===== src/rtl/vram_arb_pkg.sv =====
// Shared definitions for the video/work RAM arbiter: state encoding and default widths.
package vram_arb_pkg;

  localparam int AW_DEF    = 11;
  localparam int DW_DEF    = 8;
  localparam int OVR_W_DEF = 8;

  typedef enum logic [2:0] {
    ST_IDLE    = 3'd0,
    ST_DSP_RD  = 3'd1,
    ST_DSP_CAP = 3'd2,
    ST_CPU_RD  = 3'd3,
    ST_CPU_CAP = 3'd4,
    ST_CPU_WR  = 3'd5
  } arb_state_e;

endpackage


===== src/rtl/vram_arbiter_sat_counter.sv =====
// Saturating up-counter with synchronous enable and asynchronous clear.
module sat_counter #(
  parameter int W = 8
) (
  input  logic         clk,
  input  logic         rst,
  input  logic         i_en,
  output logic [W-1:0] o_count
);

  always_ff @(posedge clk or posedge rst) begin
    if (rst) begin
      o_count <= '0;
    end else if (i_en && (o_count != {W{1'b1}})) begin
      o_count <= o_count + W'(1);
    end
  end

endmodule


===== src/rtl/vram_arbiter.sv =====
// Single-port RAM arbiter: display fetch has priority, CPU is served through req/ack,
// and a last-grant flag alternates the two when both are waiting.
module vram_arbiter
  import vram_arb_pkg::*;
#(
  parameter int AW    = AW_DEF,
  parameter int DW    = DW_DEF,
  parameter int OVR_W = OVR_W_DEF
) (
  input  logic             clk,
  input  logic             reset,
  input  logic             i_dsp_req,
  input  logic [AW-1:0]    i_dsp_addr,
  output logic [DW-1:0]    o_dsp_data,
  output logic             o_dsp_valid,
  input  logic             i_cpu_req,
  input  logic             i_cpu_we,
  input  logic [AW-1:0]    i_cpu_addr,
  input  logic [DW-1:0]    i_cpu_wdata,
  output logic [DW-1:0]    o_cpu_rdata,
  output logic             o_cpu_ack,
  output logic [AW-1:0]    o_ram_addr,
  output logic             o_ram_we,
  output logic [DW-1:0]    o_ram_wdata,
  input  logic [DW-1:0]    i_ram_rdata,
  output logic [OVR_W-1:0] o_dsp_overrun,
  output logic [2:0]       o_state
);

  // Handshake: the CPU holds i_cpu_req high until it sees o_cpu_ack; o_cpu_ack is a
  // one-cycle pulse, and the req sample taken during the ack cycle is discarded so a
  // requester that drops req on the following cycle never gets a second grant.

  arb_state_e     r_state;
  logic           r_dsp_pend;
  logic [AW-1:0]  r_dsp_addr_q;
  logic           r_last_dsp;
  logic           r_cpu_req;

  logic w_idle;
  logic w_cpu_elig;
  logic w_grant_dsp;
  logic w_grant_cpu;
  logic w_overrun;

  assign w_idle      = (r_state == ST_IDLE);
  assign w_cpu_elig  = r_cpu_req & ~o_cpu_ack;
  assign w_grant_dsp = w_idle & r_dsp_pend & (~w_cpu_elig | ~r_last_dsp);
  assign w_grant_cpu = w_idle & w_cpu_elig & ~w_grant_dsp;
  // A request landing in the grant cycle replaces the one being served, not a lost one.
  assign w_overrun   = i_dsp_req & r_dsp_pend & ~w_grant_dsp;
  assign o_state     = r_state;

  always_ff @(posedge clk or posedge reset) begin
    if (reset) begin
      r_dsp_pend   <= 1'b0;
      r_dsp_addr_q <= '0;
      r_cpu_req    <= 1'b0;
    end else begin
      r_cpu_req <= i_cpu_req & ~o_cpu_ack;
      if (i_dsp_req) begin
        r_dsp_pend   <= 1'b1;
        r_dsp_addr_q <= i_dsp_addr;
      end else if (w_grant_dsp) begin
        r_dsp_pend <= 1'b0;
      end
    end
  end

  always_ff @(posedge clk or posedge reset) begin
    if (reset) begin
      r_state     <= ST_IDLE;
      r_last_dsp  <= 1'b0;
      o_dsp_data  <= '0;
      o_dsp_valid <= 1'b0;
      o_cpu_rdata <= '0;
      o_cpu_ack   <= 1'b0;
      o_ram_addr  <= '0;
      o_ram_we    <= 1'b0;
      o_ram_wdata <= '0;
    end else begin
      o_ram_we    <= 1'b0;
      o_dsp_valid <= 1'b0;
      o_cpu_ack   <= 1'b0;
      case (r_state)
        ST_IDLE: begin
          if (w_grant_dsp) begin
            r_state    <= ST_DSP_RD;
            o_ram_addr <= r_dsp_addr_q;
            r_last_dsp <= 1'b1;
          end else if (w_grant_cpu) begin
            o_ram_addr <= i_cpu_addr;
            r_last_dsp <= 1'b0;
            if (i_cpu_we) begin
              r_state     <= ST_CPU_WR;
              o_ram_we    <= 1'b1;
              o_ram_wdata <= i_cpu_wdata;
            end else begin
              r_state <= ST_CPU_RD;
            end
          end
        end
        ST_DSP_RD: r_state <= ST_DSP_CAP;
        ST_DSP_CAP: begin
          o_dsp_data  <= i_ram_rdata;
          o_dsp_valid <= 1'b1;
          r_state     <= ST_IDLE;
        end
        ST_CPU_RD: r_state <= ST_CPU_CAP;
        ST_CPU_CAP: begin
          o_cpu_rdata <= i_ram_rdata;
          o_cpu_ack   <= 1'b1;
          r_state     <= ST_IDLE;
        end
        ST_CPU_WR: begin
          o_cpu_ack <= 1'b1;
          r_state   <= ST_IDLE;
        end
        default: r_state <= ST_IDLE;
      endcase
    end
  end

  sat_counter #(.W(OVR_W)) u_overrun (
    .clk     (clk),
    .rst     (reset),
    .i_en    (w_overrun),
    .o_count (o_dsp_overrun)
  );

endmodule


===== config.mk =====
export PLATFORM = sky130hd
export DESIGN_NAME = vram_arbiter
export DESIGN_NICKNAME = d
export VERILOG_FILES = /design/src/rtl/vram_arb_pkg.sv /design/src/rtl/vram_arbiter_sat_counter.sv /design/src/rtl/vram_arbiter.sv
export SDC_FILE = /design/constraint.sdc
export NUM_CORES = 1
export LEC_CHECK = 0
export ABC_AREA = 1
export BUFFER_PORTS_ARGS = -buffer_cell sky130_fd_sc_hd__buf_2
export CAP_MARGIN = 20
export CORE_UTILIZATION = 55
export CTS_BUF_LIST = sky130_fd_sc_hd__clkbuf_8
export CTS_CLUSTER_SIZE = 16
export DETAILED_ROUTE_END_ITERATION = 10
export PLACE_DENSITY = 0.89
export REMOVE_ABC_BUFFERS = 1
export SLEW_MARGIN = 30
export SYNTH_ARGS = -nofsm -noshare
export SYNTH_HDL_FRONTEND = slang
export SYNTH_SLANG_ARGS = --single-unit

===== constraint.sdc =====
create_clock -name clk -period 2.6 [get_ports clk]
set_input_delay 0.13 -clock clk [delete_from_list [all_inputs] [get_ports clk]]
set_output_delay 0.13 -clock clk [all_outputs]
set_load 0.01 [all_outputs]

* Yosys cells after proc, flatten, opt, wreduce, memory -nomap -nowiden
Index checks and enable logic that the tools add are counted.
Word-level totals: bits in latches 0, word-level logic and storage cells 57, flip-flop bits (word level) 63, memories 0, memory bits (writable) 0, ROM bits 0
Cells by class: muxes and demuxes 16, $add $sub $neg 1, divide/modulo/power cells 0, multipliers 0, bitwise operators 13, shift-type cells 0, reductions and logical operators 7, equal/unequal tests 7, $lt $le $gt $ge 0
Operator list (count):
- $mux W11 | 2
- $mux W1 | 10
- $mux W3 | 3
- $pmux W3 S3 | 1
- $add A8 B1 Y8 const B | 1
- $and A1 B1 Y1 | 8
- $ne A8 B8 Y1 const B | 1
- $eq A3 B2 Y1 const B | 2
- $eq A3 B3 Y1 const B | 2
- $not A1 Y1 | 4
- $reduce_and A4 Y1 | 1
- $reduce_bool A2 Y1 | 2
- $eq A3 B1 Y1 const B | 1
- $logic_not A3 Y1 | 1
- $ne A3 B1 Y1 const B | 1
- $reduce_and A2 Y1 | 1
- $reduce_or A2 Y1 | 1
- $logic_and A1 B1 Y1 | 1
- $or A1 B1 Y1 | 1

* Depth between registers and ports, before layout
Gate-level depths: netlist (run 1).
depth in word-level cells 10, mapped depth 9

* Cells and area by module
A second synthesis (run 1) with hierarchy kept.
Unflattened totals: cells, all modules 329, area, all modules 2802.7 sq um
By module, submodules not included:
- vram_arbiter | area an instance 2329.7 sq um, instances 1, seq. area each 1376.3 sq um, cells an instance 266
- sat_counter | area an instance 473.0 sq um, instances 1, seq. area each 200.2 sq um, cells an instance 63

* Worst setup path after synthesis (run 1)
No wires, ideal clock.
path type reg-to-reg, start register u_overrun.o_count[0], end register u_overrun.o_count[7], data required time 2.535 ns, slack 1.297 ns, stages on the path, launching flop included 8, data arrival time 1.238 ns, cell sequence dfrtp_1 ha_1 inv_1 nor2_1 nand2_1 nand3_1 nand2_1 nand2_1
Between the ends: word-level cells in the longest chain between the ends 2
RTL lines:
- start: declaration | line vram_arbiter_sat_counter.sv:8 | output logic [W-1:0] o_count
- start signal: assignment | line vram_arbiter_sat_counter.sv:15 | o_count <= o_count + W'(1);
- branches (longest 2 deep; another with $add A8 B1 Y8)
Several ways; the timed one is not identified. A chain may end at the register's enable or synchronous reset.

* Worst setup path in the final report (run 1)
start register r_state[2], in the netlist o_state[2], end register o_ram_addr[9]
Between the ends: word-level cells in the longest chain between the ends 7
RTL lines:
- start: declaration | line vram_arbiter.sv:34 | arb_state_e r_state;
- start signal: assignment | line vram_arbiter.sv:72 | r_state <= ST_IDLE;
- start signal: assignment | line vram_arbiter.sv:88 | r_state <= ST_DSP_RD;
- start signal: assignment | line vram_arbiter.sv:95 | r_state <= ST_CPU_WR;
- $logic_not A3 Y1 (*) | line vram_arbiter.sv:46, vram_arbiter.sv:85
- $and A1 B1 Y1 (2 in a row) | line vram_arbiter.sv:48 | assign w_grant_dsp = w_idle & r_dsp_pend & (~w_cpu_elig | ~r_last_dsp);
- $not A1 Y1 | line vram_arbiter.sv:49 | assign w_grant_cpu = w_idle & w_cpu_elig & ~w_grant_dsp;
- $and A1 B1 Y1 | line vram_arbiter.sv:49
- $reduce_bool A2 Y1 (no line)
- $reduce_and A2 Y1 (no line)
- end signal: assignment | line vram_arbiter.sv:89 | o_ram_addr <= r_dsp_addr_q;
- end signal: assignment | line vram_arbiter.sv:92 | o_ram_addr <= i_cpu_addr;
- end: declaration | line vram_arbiter.sv:22 | output logic [AW-1:0] o_ram_addr,
Mark *: on every way between the ends. The rest lies on a longest branch, timed or not.

==> results of run 1 <==
## power groups by stage
stage / combinational, mW / sequential (mW) / clock [mW]
CTS: 1.64 / 1.62 / 0.795
global placement: 1.53 / 1.61 / 0
global route: 1.84 / 1.66 / 0.834
detailed placement: 1.61 / 1.63 / 0
finish: 1.62 / 1.62 / 0.788
floorplan: 0.837 / 1.77 / 0
## worst min-delay path: cells and delay by family
family,cells,cell delay (ns)
AOI/OAI and AO/OA,1,0.06
buffers and inverters,1,0.08
and+or+nand+nor,1,0.04
## through the flow
| step | cell area (um^2) | hold WS (ns) | setup slack [ns] | power, mW |
|---|---|---|---|---|
| final | 3640 | 0.0186 | 0.975 | 4.03 |
| after global routing | 3640 | 0.0202 | 0.838 | 4.34 |
| after CTS | 3640 | 0.00466 | 0.968 | 4.05 |
| after detailed placement | 3290 | 0.313 | 0.998 | 3.24 |
| after global placement | 3290 | 0.316 | 1.10 | 3.14 |
| after floorplan | 2740 | 0.231 | 0.900 | 2.60 |
## sequential cells by signal, summed over array words and instances (netlist names)
register           flops
o_ram_wdata            8
o_dsp_valid            1
r_last_dsp             1
o_ram_addr            11
r_cpu_req              1
r_dsp_addr_q          11
o_dsp_data             8
o_cpu_rdata            8
o_ram_we               1
u_overrun.o_count      8
o_cpu_ack              1
r_dsp_pend             1
o_state                3
## cell usage in the layout (no fill, tap or decap)
cell type | netlist | routed
sky130_fd_sc_hd__nand2_1 | 133 | 133
sky130_fd_sc_hd__dfrtp_1 | 63 | 63
sky130_fd_sc_hd__nand2_2 | 2 | 2
sky130_fd_sc_hd__o21ai_0 | 35 | 35
sky130_fd_sc_hd__clkinv_2 | 0 | 4
sky130_fd_sc_hd__o21ai_1 | 6 | 6
sky130_fd_sc_hd__xor2_1 | 1 | 1
sky130_fd_sc_hd__nand3_2 | 1 | 1
sky130_fd_sc_hd__nor3_2 | 1 | 1
sky130_fd_sc_hd__nor2_4 | 2 | 2
sky130_fd_sc_hd__nand3_4 | 1 | 1
sky130_fd_sc_hd__dlygate4sd3_1 | 0 | 17
sky130_fd_sc_hd__clkbuf_8 | 0 | 9
sky130_fd_sc_hd__bufinv_16 | 0 | 1
sky130_fd_sc_hd__nor2_1 | 11 | 11
sky130_fd_sc_hd__nand3_1 | 13 | 13
sky130_fd_sc_hd__nor2_2 | 3 | 3
sky130_fd_sc_hd__a21boi_0 | 1 | 1
sky130_fd_sc_hd__buf_4 | 1 | 2
sky130_fd_sc_hd__ha_1 | 1 | 1
sky130_fd_sc_hd__nand3b_1 | 2 | 2
sky130_fd_sc_hd__buf_2 | 2 | 91
sky130_fd_sc_hd__inv_1 | 44 | 44
sky130_fd_sc_hd__a21oi_2 | 2 | 2
sky130_fd_sc_hd__inv_2 | 4 | 5
sky130_fd_sc_hd__xnor2_1 | 2 | 2
## kinds of logic (layout without fill, tap and decap cells)
| family | Yosys count | in the layout |
|---|---|---|
| AND/OR/NAND/NOR | 169 | 169 |
| flip-flops | 63 | 63 |
| buffers and inverters | 56 | 173 |
| AO/OA/AOI/OAI | 44 | 44 |
| XOR/XNOR | 3 | 3 |
| adder cells (fa/ha/maj) | 1 | 1 |
## per-layer routing
metal | vias up | GRT usage [%] | wire length [um]
met3 | 13 | 7.18 | 372
li1 | 1254 | - | -
met2 | 92 | 44.4 | 3240
met5 | - | 0 | 0
met4 | 0 | 13.1 | 99
met1 | 1165 | 31.5 | 2630
## worst min-delay path by stage
stage	slack, ns	startpoint	cells after the start	to
floorplan	0.23	i_cpu_req	2	r_cpu_req
global placement	0.32	reset	2	o_state[1]
detailed placement	0.31	reset	2	o_state[1]
CTS	0.005	i_dsp_addr[8]	3	r_dsp_addr_q[8]
global route	0.02	i_dsp_addr[8]	3	r_dsp_addr_q[8]
finish	0.02	i_dsp_addr[8]	3	r_dsp_addr_q[8]
## timing repair
action,CTS,global route
hold buffers,17,0
endpoints found under the setup margin,0,0
endpoints found under the hold margin,52,0
## cell type report
type	instances	area share (%)
clock inverters	6	1.48
repair buffers	110	17.6
well taps	67	2.30
flip-flops and latches	63	43.3
multi-input cells	217	27.0
inverters	48	4.95
clock buffers	9	3.40
==> metrics.cfg, run 1 <==
[cells_and_area]
multi_input_comb_area_um2 = 981
final.fill_count = 371
nets = 493
area.sequential_um2 = 1580
flow.area_growth_from_synthesis_pct = 30.4
antenna_diodes = 0
final_util_pct = 75.6
layout.cells.non_filler = 520
final_layout_size_suffix_gt1_share_pct = 27.4

[logic_synthesis]
netlist-cell-type-count = 25
synth.most_common_cell = sky130_fd_sc_hd__nand2_1
synth.mux.area_fraction_pct = 0
yosysWarnings = 0
syn-mean-instance-area_um2 = 8.30
synth_compound_gate_area_share_pct = 8.25
postSynthRegisterBits = 63
post_synth_instance_area_um2 = 2790
synth_flop_cell = sky130_fd_sc_hd__dfrtp_1
post_synth_xor_xnor_area_pct = 0.942
yosys-top-cells-count = sky130_fd_sc_hd__nand2_1, sky130_fd_sc_hd__dfrtp_1, sky130_fd_sc_hd__inv_1, sky130_fd_sc_hd__o21ai_0, sky130_fd_sc_hd__nand3_1
synth-edff-count = 0
ys_async_sr_fraction_pct = 100
synth_sequential_area_ratio_pct = 56.5
post-synth-top-area-cell = sky130_fd_sc_hd__dfrtp_1
postSynthCellCount = 336
dominant_combinational_cell_family_by_area_after_synthesis = simple AND/OR/NAND/NOR gates
adder_cell_fraction_of_synth_area_pct = 0.448
synth.top_cells.by_area = sky130_fd_sc_hd__dfrtp_1, sky130_fd_sc_hd__nand2_1, sky130_fd_sc_hd__o21ai_0
synth_area_in_simple_gates_pct = 25.5
post-synth-top-area-fraction_pct = 56.5

[setup_path]
cp_cell_sequence = inv_2 > nand2_2 > nor2_4 > nand3_2 > inv_2 > nand2_1 > nand2_1 > nand2_1
worst-path-buf-inv = 2
rr_startpoint = o_state[2]
cpMostUsedCell = sky130_fd_sc_hd__nand2_1
critPathCapture = o_ram_addr[9]
cp_data_arrival_time_ns = 1.85
worst_ep_required_time_ns = 2.82
cpLargestDelayFamily = simple AND/OR/NAND/NOR gates
worst-path-max-fanout = 14
setup.worst_path.start = o_state[2]
worst_setup_path_end_kind = register
reg2reg_setup_slack_ns = 0.98
crit_type = register to register
worstSetupPathDepth = 8
reg2reg_to = o_ram_addr[9]
cp_slowest_cell = sky130_fd_sc_hd__dfrtp_1
crit_path_start_kind = register
reg2regPathDepth = 8
crit_path_max_incr_delay_ns = 0.43

[grt]
grt_antenna_before_repair = 0
grt_start_max_net_pins = 39
grt_first_pass_wirelength_um = 10700
gr-usage-all-layers_pct = 26.5
grt.overflow.total = 0
first_global_vias = 2542

[cts]
clock_transition_time_at_the_flip_flop_clock_pins_of_the_worst_setup_and_hold_paths_ns = 0.07
clk_path_buf_depth = 2
cts_tree = yes
post_cts_resize_count = 0
clock_tree.root_cell = sky130_fd_sc_hd__clkbuf_8
cts_max_level = 3
cts_inserted_buffers = 9
clkLatencyLatePin_ns = 0.34
cts.sink_count = 63
post_cts_repair_timing_setup_buffer_count = 0

[pwr]
power-per-cell-area_nw_per_um2 = 1110
ir_drop_mv = 0.715
power.switching_fraction_pct = 40.5
leakage_nw = 2.07
intPower_mw = 2.40
switchingPower_mw = 1.63
clkPwrFrac_pct = 19.5
combinationalPowerShare_pct = 40.3
share_seq_of_total_power_pct = 40.2

[sta]
grt_setup_unrepaired = no
timing.max_slew.rel_slack_pct = 49.3
tightestPinTransition_ns = 0.760
period_needed_ns = 1.62
finalHoldViolCount = 0
fin_skew_ns = 0.00492
timing.final.crit_share_pct = 62.5
totalNegativeSetupSlack_ns = 0
slew_viol_final = 0
timing_limited_maximum_frequency_mhz = 615
setup_viol = 0

[placed_design]
dpl.hpwl_um = 4210
gpl.final_weighted_congestion = 0.814
numPortBuffers = 91
post-place-cells = 488

[floorplan]
fp.dieH_um = 73.2
rows = 25
boundaryPins = 92
initial_core_util_pct = 57.9
die_w_um = 73.2
die_area_um2 = 5360
core-area_um2 = 4820

[detailed_routing]
route.detailed.drc = 0
route.vias.total = 2524
postRouteWirelength_um = 6340
dr.pass1.iters = 7
viasPerCell = 4.85
avgRoutedWirePerCell_um = 12.2
drt_iter0_markers = 150
route.antenna.remaining_nets = 0

[job]
max-cap-violations = 0

[min_path]
worst_hold_path_type = input pin to register

[status]
outcome = finished, final reports clean

(Power assumes the default switching activity.)
==> inputs of run 2 (changes only) <==
--- a/config.mk
+++ b/config.mk
@@ -8,11 +8,11 @@
 export ABC_AREA = 1
 export BUFFER_PORTS_ARGS = -buffer_cell sky130_fd_sc_hd__buf_2
 export CAP_MARGIN = 20
-export CORE_UTILIZATION = 55
+export CORE_UTILIZATION = 52
 export CTS_BUF_LIST = sky130_fd_sc_hd__clkbuf_8
 export CTS_CLUSTER_SIZE = 16
 export DETAILED_ROUTE_END_ITERATION = 10
-export PLACE_DENSITY = 0.89
+export PLACE_DENSITY = 0.85
 export REMOVE_ABC_BUFFERS = 1
 export SLEW_MARGIN = 30
 export SYNTH_ARGS = -nofsm -noshare
==> constraint.sdc (replaced) <==
create_clock -name clk -period 1.69 [get_ports clk]
set_input_delay 0.0845 -clock clk [delete_from_list [all_inputs] [get_ports clk]]
set_output_delay 0.0845 -clock clk [all_outputs]
set_load 0.01 [all_outputs]
==> run 2 against run 1 <==
Design area increased by 3.3%; cell count is 2.5% higher; clock power up 56%; combinational power increased by 57%; setup slack worse by 0.71 ns; wire length grew 1.4%; largest power group is now combinational cells; power rose by 55%; sequential cell count unchanged; die area grew 5.6%; critical path type unchanged; register-to-register slack worse by 0.71 ns.
==> metrics.cfg, run 2 (same netlist as run 1, synthesis figures left out) <==
[status]
outcome = finished, final reports clean

[pwr]
combinationalPowerShare_pct = 40.5
intPower_mw = 3.75
ir_drop_mv = 1.08
power.switching_fraction_pct = 40.0
clkPwrFrac_pct = 19.7
share_seq_of_total_power_pct = 39.7
leakage_nw = 2.12
switchingPower_mw = 2.50
power-per-cell-area_nw_per_um2 = 1660

[cells_and_area]
nets = 502
layout.cells.most_common = sky130_fd_sc_hd__nand2_1
final_util_pct = 73.1
area.sequential_um2 = 1580
antenna_diodes = 0
final_layout_size_suffix_gt1_share_pct = 27.4
multi_input_comb_area_um2 = 981
flow.area_growth_from_synthesis_pct = 34.7
reg_top3 = o_ram_addr x11, r_dsp_addr_q x11
most-common-layout-cells = sky130_fd_sc_hd__nand2_1, sky130_fd_sc_hd__buf_2, sky130_fd_sc_hd__dfrtp_1, sky130_fd_sc_hd__inv_1, sky130_fd_sc_hd__o21ai_0
layout.cells.non_filler = 533
final.fill_count = 411

[cts]
cts_inserted_buffers = 9
clk_path_buf_depth = 2
clock_tree.root_cell = sky130_fd_sc_hd__clkbuf_8
hold_buffers = 24
cts_tree = yes
cts_max_level = 3
cts.sink_count = 63
post_cts_resize_count = 0
post_cts_repair_timing_setup_buffer_count = 0
clkLatencyLatePin_ns = 0.33
clock_transition_time_at_the_flip_flop_clock_pins_of_the_worst_setup_and_hold_paths_ns = 0.07

[placed_design]
gpl.final_weighted_congestion = 0.791
detailedPlace.worstSlack_ns = 0.254
post-place-cells = 493
dpl.hpwl_um = 4210
numPortBuffers = 91

[sta]
finalHoldViolCount = 0
grt_setup_unrepaired = no
slew_viol_final = 0
fin_skew_ns = 0.00633
totalNegativeSetupSlack_ns = 0
post_route_worst_setup_slack_ns = 0.262
timing.max_slew.rel_slack_pct = 67.8
tightestPinTransition_ns = 0.483
timing_limited_maximum_frequency_mhz = 700
setup_viol = 0
timing.final.crit_share_pct = 84.5
period_needed_ns = 1.43

[setup_path]
setup.worst_path.start = o_state[1]
crit_type = register to register
cp_cell_sequence = inv_2 > nand2_2 > nor2_4 > nand2_1 > o21ai_0 > nand2_1 > nand2_1
worst_setup_path_end_kind = register
cpMostUsedCell = sky130_fd_sc_hd__nand2_1
crit_path_max_incr_delay_ns = 0.43
rr_startpoint = o_state[1]
crit_path_start_kind = register
reg2reg_setup_slack_ns = 0.26
worst_ep_required_time_ns = 1.96
reg2reg_to = o_ram_addr[6]
cp_data_arrival_time_ns = 1.70
cp_slowest_cell = sky130_fd_sc_hd__dfrtp_1
reg2regPathDepth = 7
critPathCapture = o_ram_addr[6]
worst-path-max-fanout = 11

[min_path]
worst_hold_path_type = input pin to register

[detailed_routing]
avgRoutedWirePerCell_um = 12.1
route.vias.total = 2584
route.detailed.drc = 0
viasPerCell = 4.85
route.antenna.remaining_nets = 0
drt_iter0_markers = 93
postRouteWirelength_um = 6430
dr.pass1.iters = 5

[grt]
grt_start_max_net_pins = 25
grt.overflow.total = 0
first_global_vias = 2435
grt_antenna_before_repair = 0
gr-usage-all-layers_pct = 24.9
grt_first_pass_wirelength_um = 10300

[floorplan]
initial_core_util_pct = 54.3
core-area_um2 = 5140
rows = 26
boundaryPins = 92
die_w_um = 75.3
fp.dieH_um = 75.3
die_area_um2 = 5660

[job]
max-cap-violations = 0

-- run 2: cell count changes in the layout (fill, tap and decap cells not counted) --
cell and delta:
sky130_fd_sc_hd__bufinv_16 -1, sky130_fd_sc_hd__buf_4 +1, sky130_fd_sc_hd__clkbuf_8 +4, sky130_fd_sc_hd__buf_12 +1
sky130_fd_sc_hd__clkinv_2 -3, sky130_fd_sc_hd__dlygate4sd3_1 +7, sky130_fd_sc_hd__clkinvlp_4 +1
-- run 2: critical path: cells and delay by family, from the launching register on --
| family | cells | cell delay, ns |
|---|---|---|
| AOI/OAI and AO/OA | 1 | 0.27 |
| buffers and inverters | 1 | 0.09 |
| DFF | 1 | 0.43 |
| and+or+nand+nor | 5 | 0.57 |
-- run 2: final cells by class --
class                           count  share of cell area (%)
Sequential cell                    63                    41.9
Multi-Input combinational cell    217                    26.1
Timing Repair Buffer              119                    19.6
Inverter                           48                    4.79
Clock buffer                       13                    4.76
Tap cell                           70                    2.33
Clock inverter                      3                   0.433
-- run 2: metal layers --
layer	vias up	GRT usage (%)	wire, um
li1	1272	-	-
met1	1203	30.6	2790
met2	96	42.4	3130
met3	13	5.35	378
met4	0	11.5	131
met5	-	0	0
-- run 2: per-stage QoR --
stage,power [mW],instance area [um^2],hold slack (ns)
6_report,6.25,3760,0.0174
5_1_grt,6.73,3760,0.0289
4_1_cts,6.26,3760,0.00213
3_5_place_dp,4.97,3320,0.135
3_3_place_gp,4.88,3320,0.126
2_1_floorplan,4.01,2740,0.186
-- run 2: power groups by stage --
stage / registers, mW / logic (mW) / clock network, mW
after floorplan: 2.72 / 1.29 / 0
after CTS: 2.48 / 2.53 / 1.25
after detailed placement: 2.49 / 2.48 / 0
after global placement: 2.47 / 2.40 / 0
after global routing: 2.56 / 2.87 / 1.31
final: 2.48 / 2.54 / 1.23
-- run 2: worst min-delay path by stage --
stage,startpoint,endpoint,slack (ns),cells after the start
floorplan,i_cpu_req,r_cpu_req,0.19,2
global placement,reset,o_state[1],0.13,2
detailed placement,reset,o_state[1],0.13,2
CTS,i_ram_rdata[4],o_dsp_data[4],0.002,3
global route,i_ram_rdata[4],o_dsp_data[4],0.03,3
finish,i_ram_rdata[4],o_dsp_data[4],0.02,3
